## src/rtl/mm_res_collector.sv

```systemverilog
// mm_res_collector
//   Receiving end of the cascaded FIOS Montgomery multiplier chain. Gathers the
//   17-bit result limbs (LSB limb first) into the full-width product T. While
//   gathering, it also computes T - p one limb at a time with a rippling borrow.
//   It then applies the final conditional subtraction
//   (result = T >= p ? T - p : T) and offers the result on a valid/ready
//   handshake.
//
// Ports
//   clock_i       system clock, rising edge
//   reset_i       asynchronous active-high reset
//   start_i       one-cycle pulse, opens (or restarts) a result frame
//   limb_valid_i  limb_i carries a result limb this cycle
//   limb_i        17-bit result limb
//   p_i           modulus, 17*S bits, stable from start_i until handshake
//   res_o         reduced result
//   res_valid_o   res_o valid
//   res_ready_i   consumer accepts res_o
//   busy_o        high whenever the FSM is not IDLE
//   err_o         one-cycle pulse the cycle after a limb was dropped
//
// state   | meaning
// --------+-------------------------------------------------------------
// IDLE    | waiting for start_i; stray limbs are dropped and flagged
// COLLECT | accepting limbs; gaps hold state, start_i restarts the frame
// DECIDE  | final borrow selects T or T - p into res_o (one cycle)
// OUT     | res_o held; res_valid_o offered until res_ready_i

module mm_res_collector #(
  parameter int S = 16
) (
  input  logic            clock_i,
  input  logic            reset_i,
  input  logic            start_i,
  input  logic            limb_valid_i,
  input  logic [16:0]     limb_i,
  input  logic [17*S-1:0] p_i,
  output logic [17*S-1:0] res_o,
  output logic            res_valid_o,
  input  logic            res_ready_i,
  output logic            busy_o,
  output logic            err_o
);

  localparam int W  = 17 * S;
  localparam int CW = (S > 1) ? $clog2(S) : 1;

  typedef enum logic [1:0] {
    IDLE    = 2'd0,
    COLLECT = 2'd1,
    DECIDE  = 2'd2,
    OUT     = 2'd3
  } state_t;

  state_t          state;
  logic [CW-1:0]   cnt;
  logic            borrow;
  logic [W-1:0]    coll;
  logic [W-1:0]    diff;

  // A start_i pulse makes the current limb slot 0 with no incoming borrow,
  // so a limb arriving together with start_i is taken as limb 0 of the frame.
  logic [CW-1:0]   idx;
  logic            borrow_in;
  logic [16:0]     p_limb;
  logic [17:0]     sub;
  logic            last;

  always_comb begin
    idx       = start_i ? '0 : cnt;
    borrow_in = start_i ? 1'b0 : borrow;
    p_limb    = '0;
    for (int i = 0; i < S; i++) begin
      if (idx == CW'(i)) p_limb = p_i[i*17 +: 17];
    end
    // Bit 17 of the 18-bit difference is the outgoing borrow.
    sub  = {1'b0, limb_i} - {1'b0, p_limb} - {17'd0, borrow_in};
    last = (idx == CW'(S - 1));
  end

  always_ff @(posedge clock_i or posedge reset_i) begin
    if (reset_i) begin
      state       <= IDLE;
      cnt         <= '0;
      borrow      <= 1'b0;
      coll        <= '0;
      diff        <= '0;
      res_o       <= '0;
      res_valid_o <= 1'b0;
      busy_o      <= 1'b0;
      err_o       <= 1'b0;
    end else begin
      err_o <= 1'b0;
      case (state)
        IDLE, COLLECT: begin
          if (state == IDLE && !start_i) begin
            if (limb_valid_i) err_o <= 1'b1;
          end else begin
            busy_o <= 1'b1;
            if (limb_valid_i) begin
              for (int i = 0; i < S; i++) begin
                if (idx == CW'(i)) begin
                  coll[i*17 +: 17] <= limb_i;
                  diff[i*17 +: 17] <= sub[16:0];
                end
              end
              borrow <= sub[17];
              cnt    <= idx + 1'b1;
              state  <= last ? DECIDE : COLLECT;
            end else begin
              cnt    <= idx;
              borrow <= borrow_in;
              state  <= COLLECT;
            end
          end
        end

        DECIDE: begin
          if (limb_valid_i) err_o <= 1'b1;
          // A final borrow means T < p. T == p leaves no borrow and gives 0.
          res_o <= borrow ? coll : diff;
          state <= OUT;
        end

        OUT: begin
          if (limb_valid_i) err_o <= 1'b1;
          // res_o settles for one cycle before res_valid_o is raised.
          // The transfer is only counted once valid is visible.
          if (!res_valid_o) begin
            res_valid_o <= 1'b1;
          end else if (res_ready_i) begin
            res_valid_o <= 1'b0;
            busy_o      <= 1'b0;
            state       <= IDLE;
          end
        end

        default: begin
          state       <= IDLE;
          res_valid_o <= 1'b0;
          busy_o      <= 1'b0;
        end
      endcase
    end
  end

endmodule
```

## config.mk

```make
export PLATFORM = sky130hd
export DESIGN_NAME = mm_res_collector
export DESIGN_NICKNAME = d
export VERILOG_FILES = /design/src/rtl/mm_res_collector.sv
export SDC_FILE = /design/constraint.sdc
export NUM_CORES = 2
export LEC_CHECK = 0
export ABC_AREA = 1
export BUFFER_PORTS_ARGS = -buffer_cell sky130_fd_sc_hd__buf_2
export CORE_MARGIN = 5
export CORE_UTILIZATION = 52
export DETAILED_ROUTE_END_ITERATION = 7
export PLACE_DENSITY_LB_ADDON = 0.05
export REMOVE_ABC_BUFFERS = 1
export SYNTH_ARGS = -nofsm -noshare
export SYNTH_HDL_FRONTEND = slang
export SYNTH_SLANG_ARGS = --single-unit
```

## constraint.sdc

```tcl
create_clock -name clock_i -period 24.5 [get_ports clock_i]
set_input_delay 1.225 -clock clock_i [delete_from_list [all_inputs] [get_ports clock_i]]
set_output_delay 1.225 -clock clock_i [all_outputs]
set_load 0.02 [all_outputs]
```

==> metrics <==
crit share post-route 26.22%; Synth Flop Type dfrtp_1; Setup Buffers After CTS 0; RSZ-0062 raised after global routing no; Final ANT Viol Nets 0; GRT Residual Overflow 0; fillers 6381; CP startpoint start_i; H-tree Lvls 3; antenna violations before repair 16; syn avg cell area 8.439 um2; Synth Register Bits 826; worst slew pin tran 1132 ps; worst hold path class flip-flop to flip-flop; Max IR drop VDD 0.05862 mV; startpoint types primary input; Num CTS Buffers 86; Worst Reg-to-Reg Cells 31; Finished Cell Area 0.04298 mm2; final core utilization 61.16%; FF-to-FF Start cnt[1]; post-synth top area cell dfrtp_1; WP data arrival 6890 ps; Clock Latency Late Sink 640 ps; # IOs 569; drt via density 5.533; largest cells by area after synthesis dfrtp_1 (56%), nand2_1 (13%), o21ai_0 (13%); global-route wire length before repair 194400 um; Async S/R FF share, synth 100.0%; routability-driven placement congestion ratio 0.9730; PostCTS Resize Cnt 0; post-synth top area share 55.99%; placed cell area 0.03984 mm2; core area 0.07027 mm2; drt total wl 128300 um; clk slew on worst S/H paths 60 ps; Worst Skew 47.07 ps; DRC violations left 0; iteration-0 DRC count of the detailed router 3022; clk buf depth 3; hold_buf cts 0; Final min period 6424 ps; Final Hold Fails 0; commonest cells after routing, fill and taps aside nand2_1 (1275), o21ai_0 (947), dfrtp_1 (825); P&R area growth vs syn 16.40%; CP peak stage delay 670 ps; DR vias 31960; critical path type primary input to flip-flop; min-delay src res_o[150]; Worst slew margin 24.55%; Netlist Area Pre-Place 0.03692 mm2; Seq/Total Area, Yosys 55.99%; root buffer cell clkbuf_16; CP max stage cell xnor2_2; CP Capture Type flip-flop; power density over the cells 107.4 mW/mm2; Gate Count Post-Synth 4375; r2r setup slk 18400 ps; FF-to-FF End diff[248]; hold_ws 474.7 ps; pin count of the biggest net entering global routing 207; Die Wd 276.5 um; outcome finished clean; yosys warns 0; share of layout cells above drive strength 1 18.01%; clock sink count 826; vias in the first global route 30750; max_cap viols 0; setup_tns 0 ps; Worst Path Required 24960 ps; Die Ht 276.5 um; P_leak 21.65 nW; Place WS 17500 ps; final setup margin 18080 ps; fin. max-slew vios 0; post-detail-place hpwl 83690 um; CP most frequent cell nand2_1; count of cell types in the netlist 47; total global-route track usage 32.64%; most common cell after layout, fill and taps aside nand2_1; Starting Density 52.54%; number of synthesized flops with an enable pin 0; CTS tree done; First-pass DRT Iterations 5; nets 5089; total die area 0.07643 mm2; Final setup viols 0; IO Port Bufs 568; row cnt 97; Fmax 155.7 MHz; endpoint of the most critical setup path diff[134]; wire per inst 22.21 um; worst-path fanout max 21
[worst min path at each step]
stage / end / slack [ps] / cells past startpoint
global placement: diff[249] / 460 / 2
global route: diff[125] / 490 / 2
detailed placement: diff[249] / 460 / 2
finish: res_o[150] / 470 / 2
floorplan: diff[216] / 440 / 2
CTS: diff[249] / 480 / 2
[routing by layer]
metal / GRT usage [%] / vias up / part of all wire, %
li1: - / 14920 / -
met2: 53.07 / 1256 / 47
met4: 15.96 / 8 / 5.6
met3: 5.298 / 267 / 6.5
met5: 0 / - / 0.044
met1: 43.04 / 15510 / 40
[through the flow]
step           power (mW)  cells
2_1_floorplan       2.639   4064
3_3_place_gp        3.184   5610
3_5_place_dp        3.205   5610
4_1_cts             4.636   5764
5_1_grt             4.842   5772
6_report            4.614   5776
[layout make-up]
class	count	area (um2)	area share, %
Inverter	220	858.3	1.997
Tap cell	940	1176	2.737
Clock buffer	117	2491	5.797
Antenna cell	12	30.03	0.06988
Sequential cell	826	20670	48.11
Multi-Input combinational cell	3018	13950	32.47
Clock inverter	37	615.6	1.432
Timing Repair Buffer	606	3178	7.395
[synth_stat cells, types with 2 or more instances]
cell type and instances:
nor2_4 17, dfrtp_1 826, nor2_2 5, nand2_4 7
clkbuf_1 195, or2_1 4, or2_2 14, inv_4 4
nand3_1 108, inv_2 26, or2_0 3, nand4_1 7
fa_1 2, nor2_1 330, inv_1 190, nand2_2 2
buf_2 74, clkbuf_2 4, nand3b_1 10, buf_1 2
o21a_1 3, xor2_1 8, xnor2_1 3, buf_4 8
o21ai_1 159, o21ai_4 3, buf_6 27, nand2_1 1278
nor3_2 2, ha_1 35, a21oi_2 12, nor3_1 2
nor2_8 5, a21oi_1 39, o21bai_1 3, o21ai_0 947
[power breakdown]
| part | total (mW) | internal (mW) | switching (mW) |
|---|---|---|---|
| clock network | 1.43 | 0.872 | 0.560 |
| logic | 1.24 | 0.377 | 0.860 |
| registers | 1.95 | 1.69 | 0.258 |
[state kept, by name, summed over array words and instances, names as in the netlist]
| signal | count |
|---|---|
| res_o | 272 |
| cnt | 4 |
| state | 2 |
| diff | 272 |
| coll | 272 |
| busy_o | 1 |
| borrow | 1 |
| err_o | 1 |
| res_valid_o | 1 |
[worst max-delay path: cells and delay by family]
kind	cells	cell delay, ps
xor+xnor	1	670
compound gates	6	880
buf+inv	5	1030
simple gates	13	2120
fa+ha+maj	3	930
[kinds of logic after synthesis]
logic type	after synthesis	synth area share, %
AO/OA/AOI/OAI	1171	16.21
adder cells (fa/ha/maj)	37	1.295
AND/OR/NAND/NOR	1797	19.81
XOR/XNOR	13	0.3491
buffers and inverters	531	6.351
flip-flops	826	55.99
No activity file was read; power rests on OpenSTA's default activity.
